--- src/rtl/rx_video_capture.sv ---
// Receive-side video capture: synchronises VIDEO/HSYNC/VSYNC, samples pixels mid-cell,
// packs 8 pixels per byte (first pixel in bit 7) and writes line-major into a frame buffer.
// Optional feature: define RX_CAPTURE_HPERIOD_EN to build the HSYNC period counter
// that drives hperiod_o; otherwise hperiod_o is tied to zero.
// HStart must be at least 2: the porch counter starts at 1 in the cycle after the HSYNC edge.
module rx_video_capture #(
  parameter int unsigned ClkPerPixel = 4,
  parameter int unsigned HStart      = 40,
  parameter int unsigned HPixels     = 512,
  parameter int unsigned VStart      = 16,
  parameter int unsigned VLines      = 384,
  parameter int unsigned AddrW       = 15
) (
  input  logic             clk_i,
  input  logic             rst_ni,
  input  logic             video_i,
  input  logic             hsync_i,
  input  logic             vsync_i,
  output logic             wr_en_o,
  output logic [AddrW-1:0] wr_addr_o,
  output logic [7:0]       wr_data_o,
  output logic             frame_done_o,
  output logic             line_short_o,
  output logic [15:0]      hperiod_o
);

  localparam int unsigned PhW    = $clog2(ClkPerPixel);
  localparam int unsigned PixW   = $clog2(HPixels + 1);
  localparam int unsigned PorchW = $clog2(HStart + 1);
  localparam int unsigned CapW   = $clog2(VLines + 1);

  localparam logic [PhW-1:0]    PhLast    = PhW'(ClkPerPixel - 1);
  localparam logic [PhW-1:0]    PhSample  = PhW'(ClkPerPixel / 2);
  localparam logic [PixW-1:0]   PixLast   = PixW'(HPixels);
  localparam logic [PorchW-1:0] PorchLast = PorchW'(HStart - 1);
  localparam logic [CapW-1:0]   CapLast   = CapW'(VLines - 1);
  localparam logic [15:0]       VStartL   = 16'(VStart);
  localparam logic [AddrW-1:0]  LineBytes = AddrW'(HPixels / 8);

  typedef enum logic [1:0] {StWaitVsync, StWaitLine, StHPorch, StActive} state_e;

  state_e state_q, state_d;

  logic [2:0] hs_q, vs_q;
  logic [1:0] vid_q;
  logic       hs_edge, vs_edge, hs_ev, vid;

  logic [15:0]       line_cnt_q, line_cnt_d;
  logic [CapW-1:0]   cap_q, cap_d;
  logic [PorchW-1:0] porch_q, porch_d;
  logic [PhW-1:0]    phase_q, phase_d;
  logic [PixW-1:0]   pix_q, pix_d;
  logic [7:0]        shreg_q, shreg_d;
  logic              byte_rdy_q, byte_rdy_d;
  logic [AddrW-1:0]  addr_q, addr_d, base_q, base_d;
  logic              wr_en_q, wr_en_d;
  logic [AddrW-1:0]  wr_addr_q, wr_addr_d;
  logic [7:0]        wr_data_q, wr_data_d;
  logic              done_pend_q, done_pend_d;
  logic              frame_done_q, frame_done_d;
  logic              line_short_q, line_short_d;

  // Two-flop synchronisers plus a third stage for rising-edge detection.
  always_ff @(posedge clk_i or negedge rst_ni) begin
    if (!rst_ni) begin
      hs_q  <= '0;
      vs_q  <= '0;
      vid_q <= '0;
    end else begin
      hs_q  <= {hs_q[1:0], hsync_i};
      vs_q  <= {vs_q[1:0], vsync_i};
      vid_q <= {vid_q[0], video_i};
    end
  end

  assign hs_edge = hs_q[1] & ~hs_q[2];
  assign vs_edge = vs_q[1] & ~vs_q[2];
  assign hs_ev   = hs_edge & ~vs_edge;  // VSYNC wins a tie
  assign vid     = vid_q[1];

  // FSM state register.
  always_ff @(posedge clk_i or negedge rst_ni) begin
    if (!rst_ni) state_q <= StWaitVsync;
    else         state_q <= state_d;
  end

  // FSM next-state logic.
  always_comb begin
    state_d = state_q;
    if (vs_edge) begin
      state_d = StWaitLine;
    end else begin
      case (state_q)
        StWaitLine: if (hs_ev && line_cnt_q >= VStartL) state_d = StHPorch;
        StHPorch:   if (!hs_ev && porch_q == PorchLast) state_d = StActive;
        StActive: begin
          if (hs_ev) begin
            state_d = (cap_q == CapLast) ? StWaitVsync : StHPorch;
          end else if (byte_rdy_q && pix_q == PixLast) begin
            state_d = (cap_q == CapLast) ? StWaitVsync : StWaitLine;
          end
        end
        default: state_d = state_q;
      endcase
    end
  end

  // Counters, packing and registered-output next values.
  always_comb begin
    line_cnt_d   = line_cnt_q;
    cap_d        = cap_q;
    porch_d      = porch_q;
    phase_d      = phase_q;
    pix_d        = pix_q;
    shreg_d      = shreg_q;
    byte_rdy_d   = 1'b0;
    addr_d       = addr_q;
    base_d       = base_q;
    wr_en_d      = 1'b0;
    wr_addr_d    = wr_addr_q;
    wr_data_d    = wr_data_q;
    done_pend_d  = 1'b0;
    frame_done_d = done_pend_q;
    line_short_d = line_short_q;
    if (vs_edge) begin
      // New frame (or abort): any pending byte is dropped by the byte_rdy_d default.
      line_cnt_d = '0;
      cap_d      = '0;
      addr_d     = '0;
      base_d     = '0;
    end else begin
      case (state_q)
        StWaitLine: begin
          if (hs_ev) begin
            if (line_cnt_q != 16'hFFFF) line_cnt_d = line_cnt_q + 16'd1;
            porch_d = PorchW'(1);
          end
        end
        StHPorch: begin
          if (hs_ev) begin
            porch_d = PorchW'(1);
          end else begin
            porch_d = porch_q + 1'b1;
            if (porch_q == PorchLast) begin
              phase_d = '0;
              pix_d   = '0;
            end
          end
        end
        StActive: begin
          if (hs_ev) begin
            // Short line: drop the partial byte, jump to the next line start.
            line_short_d = 1'b1;
            cap_d        = cap_q + 1'b1;
            base_d       = base_q + LineBytes;
            addr_d       = base_q + LineBytes;
            porch_d      = PorchW'(1);
          end else begin
            phase_d = (phase_q == PhLast) ? '0 : phase_q + 1'b1;
            if (phase_q == PhSample && pix_q != PixLast) begin
              shreg_d    = {shreg_q[6:0], vid};
              pix_d      = pix_q + 1'b1;
              byte_rdy_d = (pix_q[2:0] == 3'd7);
            end
            if (byte_rdy_q) begin
              wr_en_d   = 1'b1;
              wr_addr_d = addr_q;
              wr_data_d = shreg_q;
              addr_d    = addr_q + 1'b1;
              if (pix_q == PixLast) begin
                cap_d       = cap_q + 1'b1;
                base_d      = addr_q + 1'b1;
                done_pend_d = (cap_q == CapLast);
              end
            end
          end
        end
        default: ;
      endcase
    end
  end

  // Datapath and output registers.
  always_ff @(posedge clk_i or negedge rst_ni) begin
    if (!rst_ni) begin
      line_cnt_q   <= '0;
      cap_q        <= '0;
      porch_q      <= '0;
      phase_q      <= '0;
      pix_q        <= '0;
      shreg_q      <= '0;
      byte_rdy_q   <= 1'b0;
      addr_q       <= '0;
      base_q       <= '0;
      wr_en_q      <= 1'b0;
      wr_addr_q    <= '0;
      wr_data_q    <= '0;
      done_pend_q  <= 1'b0;
      frame_done_q <= 1'b0;
      line_short_q <= 1'b0;
    end else begin
      line_cnt_q   <= line_cnt_d;
      cap_q        <= cap_d;
      porch_q      <= porch_d;
      phase_q      <= phase_d;
      pix_q        <= pix_d;
      shreg_q      <= shreg_d;
      byte_rdy_q   <= byte_rdy_d;
      addr_q       <= addr_d;
      base_q       <= base_d;
      wr_en_q      <= wr_en_d;
      wr_addr_q    <= wr_addr_d;
      wr_data_q    <= wr_data_d;
      done_pend_q  <= done_pend_d;
      frame_done_q <= frame_done_d;
      line_short_q <= line_short_d;
    end
  end

  assign wr_en_o      = wr_en_q;
  assign wr_addr_o    = wr_addr_q;
  assign wr_data_o    = wr_data_q;
  assign frame_done_o = frame_done_q;
  assign line_short_o = line_short_q;

`ifdef RX_CAPTURE_HPERIOD_EN
  logic [15:0] hcnt_q, hperiod_q;

  // HSYNC period measurement: latch on each edge, restart at 1, saturate at all-ones.
  always_ff @(posedge clk_i or negedge rst_ni) begin
    if (!rst_ni) begin
      hcnt_q    <= '0;
      hperiod_q <= '0;
    end else if (hs_edge) begin
      hperiod_q <= hcnt_q;
      hcnt_q    <= 16'd1;
    end else if (hcnt_q != 16'hFFFF) begin
      hcnt_q <= hcnt_q + 16'd1;
    end
  end

  assign hperiod_o = hperiod_q;
`else
  assign hperiod_o = 16'h0000;
`endif

endmodule

--- config.mk ---
export PLATFORM = sky130hd
export DESIGN_NAME = rx_video_capture
export DESIGN_NICKNAME = d
export VERILOG_FILES = /design/src/rtl/rx_video_capture.sv
export SDC_FILE = /design/constraint.sdc
export NUM_CORES = 1
export LEC_CHECK = 0
export BUFFER_PORTS_ARGS = -buffer_cell sky130_fd_sc_hd__buf_4
export CAP_MARGIN = 40
export CELL_PAD_IN_SITES_DETAIL_PLACEMENT = 0
export CELL_PAD_IN_SITES_GLOBAL_PLACEMENT = 2
export CORE_UTILIZATION = 30
export CTS_BUF_LIST = sky130_fd_sc_hd__clkbuf_16
export DETAILED_ROUTE_END_ITERATION = 10
export PLACE_DENSITY_LB_ADDON = 0.12
export SLEW_MARGIN = 20
export SYNTH_ARGS = -nofsm -noshare
export SYNTH_HDL_FRONTEND = slang
export SYNTH_SLANG_ARGS = --single-unit
--- constraint.sdc ---
create_clock -name clk_i -period 2.9 [get_ports clk_i]
set_input_delay 0.29 -clock clk_i [delete_from_list [all_inputs] [get_ports clk_i]]
set_output_delay 0.29 -clock clk_i [all_outputs]
set_load 0.05 [all_outputs]
==> impl_metrics.env <==
export IMPL_yosys_warnings=0
export IMPL_multi_input_area_mm2=0.00281
export IMPL_worst_hold_slack_ns=0.347
export IMPL_p_clk_frac=0.405
export IMPL_cp_arrival_ns=2.45
export IMPL_place_ws_ns=0.732
export IMPL_start_kind="flop"
export IMPL_rrSetupSlack_ns=0.74
export IMPL_fin_nets=624
export IMPL_grt_max_degree=50
export IMPL_placed_cells=847
export IMPL_combPwrFrac=0.187
export IMPL_core_area_mm2=0.0195
export IMPL_ys_seq_area_frac=0.496
export IMPL_synth_cell_area_mm2=0.00600
export IMPL_path_class="flop to flop"
export IMPL_tightest_slew_ns=0.700
export IMPL_fmax_mhz=463
export IMPL_drt_initial_drc_count=206
export IMPL_timing_final_crit_period_ns=2.16
export IMPL_netlist_area_leader_share=0.496
export IMPL_antenna_left=0
export IMPL_routabilityCongestion=0.726
export IMPL_r2r_start="state_q[0]"
export IMPL_leakage_nw=3.20
export IMPL_rr_worst_depth=6
export IMPL_p_seq_frac=0.408
export IMPL_endpoint="state_q[1]"
export IMPL_routed_via_count=4293
export IMPL_die_area_mm2=0.0206
export IMPL_syn_inst=562
export IMPL_clock_path_buffers=2
export IMPL_grt_antenna_before_repair=0
export IMPL_synth_common_cells="dfrtp_1 (119), nor2_1 (50), mux2_2 (48)"
export IMPL_critPathMaxFanout=11
export IMPL_synthArstFlopShare=1.00
export IMPL_fin_worst_skew_ns=0.0118
export IMPL_post_drt_wl_per_cell_um=16.0
export IMPL_syn_to_final_growth_pct=18.8
export IMPL_ys_ff_latch=119
export IMPL_post_cts_resized=0
export IMPL_drc_errors=0
export IMPL_slew_headroom=0.532
export IMPL_die_h_um=143
export IMPL_hp_start="hs_q[0]"
export IMPL_start_util=0.307
export IMPL_grt_pass1_vias=4417
export IMPL_synthFlopType="dfrtp_1"
export IMPL_seqCellArea_mm2=0.00298
export IMPL_cts_tree="built"
export IMPL_die_w_um=143
export IMPL_viasPerCell=4.86
export IMPL_yosysTopAreaCell="dfrtp_1"
export IMPL_power_internal_mw=3.48
export IMPL_post_cts_buffers=0
export IMPL_end_kind="flop"
export IMPL_num_rows=51
export IMPL_syn_area_per_cell_um2=10.7
export IMPL_layout_cells_non_filler=883
export IMPL_ios=47
export IMPL_cts_root_buffer="clkbuf_16"
export IMPL_cts_clk_slew_worst_paths_ns=0.06
export IMPL_setup_tns_ns=0
export IMPL_worst_slack_ns=0.738
export IMPL_totalWireLength_um=14200
export IMPL_diodes=0
export IMPL_power_switching_mw=1.71
export IMPL_synth_most_common_cell="dfrtp_1"
export IMPL_crit_path_start="state_q[0]"
export IMPL_timing_hold_violations_final=0
export IMPL_port_buffers=30
export IMPL_dpl_hpwl_um=9580
export IMPL_first_pass_iters=4
export IMPL_track_usage=0.155
export IMPL_grt_ovfl_total=0
export IMPL_cap_violations=0
export IMPL_htree_num_levels=4
export IMPL_synth_edf_count=0
export IMPL_rsz0062_at_grt="false"
export IMPL_max_stage_delay_ns=0.45
export IMPL_p_sw_frac=0.330
export IMPL_synthTopCellsByArea="dfrtp_1 (50%), mux2_2 (9.0%), xor2_1 (3.5%), nor2_1 (3.1%), xnor2_1 (3.1%)"
export IMPL_critical_path_slowest_cell="a2111oi_0"
export IMPL_cp_required_ns=3.19
export IMPL_ir_worst_vdd_mv=0.416
export IMPL_min_path_type="flop to flop"
export IMPL_cts_buffers=17
export IMPL_final_period_utilization=0.745
export IMPL_outcome="finished clean"
export IMPL_path_cells="ha_1 > inv_1 > a22oi_1 > o2111ai_1 > a2111oi_0 > nor3_1"
export IMPL_synth_cell_type_count=59
export IMPL_slew_violations=0
export IMPL_cts_sinks=119
export IMPL_insertion_delay_ns=0.42
export IMPL_grt_pass1_wl_um=24000
export IMPL_p_per_area_mw_per_mm2=728
export IMPL_setup_violations=0
export IMPL_n_fill_cell=1934
export IMPL_r2r_end="state_q[1]"
export IMPL_drive_above_1_share=0.214
[cells in the final DEF (no fill, tap or decap), drive strengths merged, types with 3 or more instances in the layout]
master	instances
dfrtp	119
nor2	50
mux2	48
buf	42
nand2	39
nand3	29
xor2	24
inv	23
nand4	22
xnor2	21
o21ai	21
clkbuf	17
a21oi	16
conb	16
nor4	16
ha	14
nor3	12
and3	10
mux2i	7
o31ai	6
nor2b	5
dlygate4sd3	4
and4	4
nand2b	4
nor3b	4
o311ai	3
o2bb2ai	3
a211oi	3
a21o	3
clkinv	3
[area by class of cell]
class | count | area share
Inverter | 14 | 0.00737
Timing Repair Buffer | 46 | 0.0516
Clock buffer | 17 | 0.0597
Tap cell | 265 | 0.0465
Sequential cell | 119 | 0.418
Clock inverter | 15 | 0.0225
Multi-Input combinational cell | 407 | 0.394
[worst min-delay path by stage]
stage,endpoint,cells after the start
after floorplan,addr_q[0],0
after global placement,vs_q[1],0
after detailed placement,frame_done_o,0
after CTS,hs_q[1],0
after global routing,frame_done_o,0
final,hs_q[1],0
[per-layer routing]
| layer | vias up | GRT usage | wire, um |
|---|---|---|---|
| met2 | 57 | 0.238 | 6580 |
| met5 | - | 0 | 0 |
| met3 | 17 | 0.0363 | 445 |
| met4 | 0 | 0.0594 | 190 |
| met1 | 2152 | 0.211 | 6960 |
| li1 | 2067 | - | - |
[power groups by stage]
stage | sequential, mW | clock [mW] | combinational (mW)
after detailed placement | 2.15 | 0 | 0.975
after floorplan | 2.09 | 0 | 0.760
after global placement | 2.14 | 0 | 0.973
after global routing | 2.16 | 2.24 | 1.11
final | 2.12 | 2.10 | 0.969
after CTS | 2.12 | 2.17 | 0.985
[state kept, by name, summed over array words and instances, names as in the netlist]
register,flops
hs_q,3
state_q,2
porch_q,6
line_cnt_q,16
shreg_q,8
vs_q,3
line_short_o,1
cap_q,9
wr_addr_o,15
vid_q,2
byte_rdy_q,1
addr_q,15
wr_data_o,8
done_pend_q,1
pix_q,10
frame_done_o,1
wr_en_o,1
base_q,15
phase_q,2
[per-stage QoR]
step | util | cell area [um2] | power (mW)
2_1_floorplan | - | 6060 | 2.85
3_3_place_gp | 0.333 | 6500 | 3.12
3_5_place_dp | 0.333 | 6500 | 3.13
4_1_cts | 0.365 | 7130 | 5.27
5_1_grt | 0.365 | 7130 | 5.51
6_report | 0.365 | 7130 | 5.19
[critical path, delay by kind of cell, from the launching register on]
family / cells / cell delay (ns)
flip-flops: 1 / 0.42
buffers and inverters: 1 / 0.27
adder cells (fa/ha/maj): 1 / 0.35
AO/OA/AOI/OAI: 3 / 0.91
AND/OR/NAND/NOR: 1 / 0.08
[cell families after synthesis]
family / Yosys count / synth area share
xor gates and xnor gates: 45 / 0.0657
buffers and inverters: 51 / 0.0450
muxes: 55 / 0.102
AOI/OAI and AO/OA: 71 / 0.0797
and+or+nand+nor: 206 / 0.182
adders and majority gates: 14 / 0.0292
DFF: 119 / 0.496
other: 1 / 0.000625
[repair_timing]
item,CTS,global route
setup endpoints to repair,0,0
hold buffers,4,0
endpoints found under the hold margin,45,0
No activity file was read; power rests on OpenSTA's default activity.
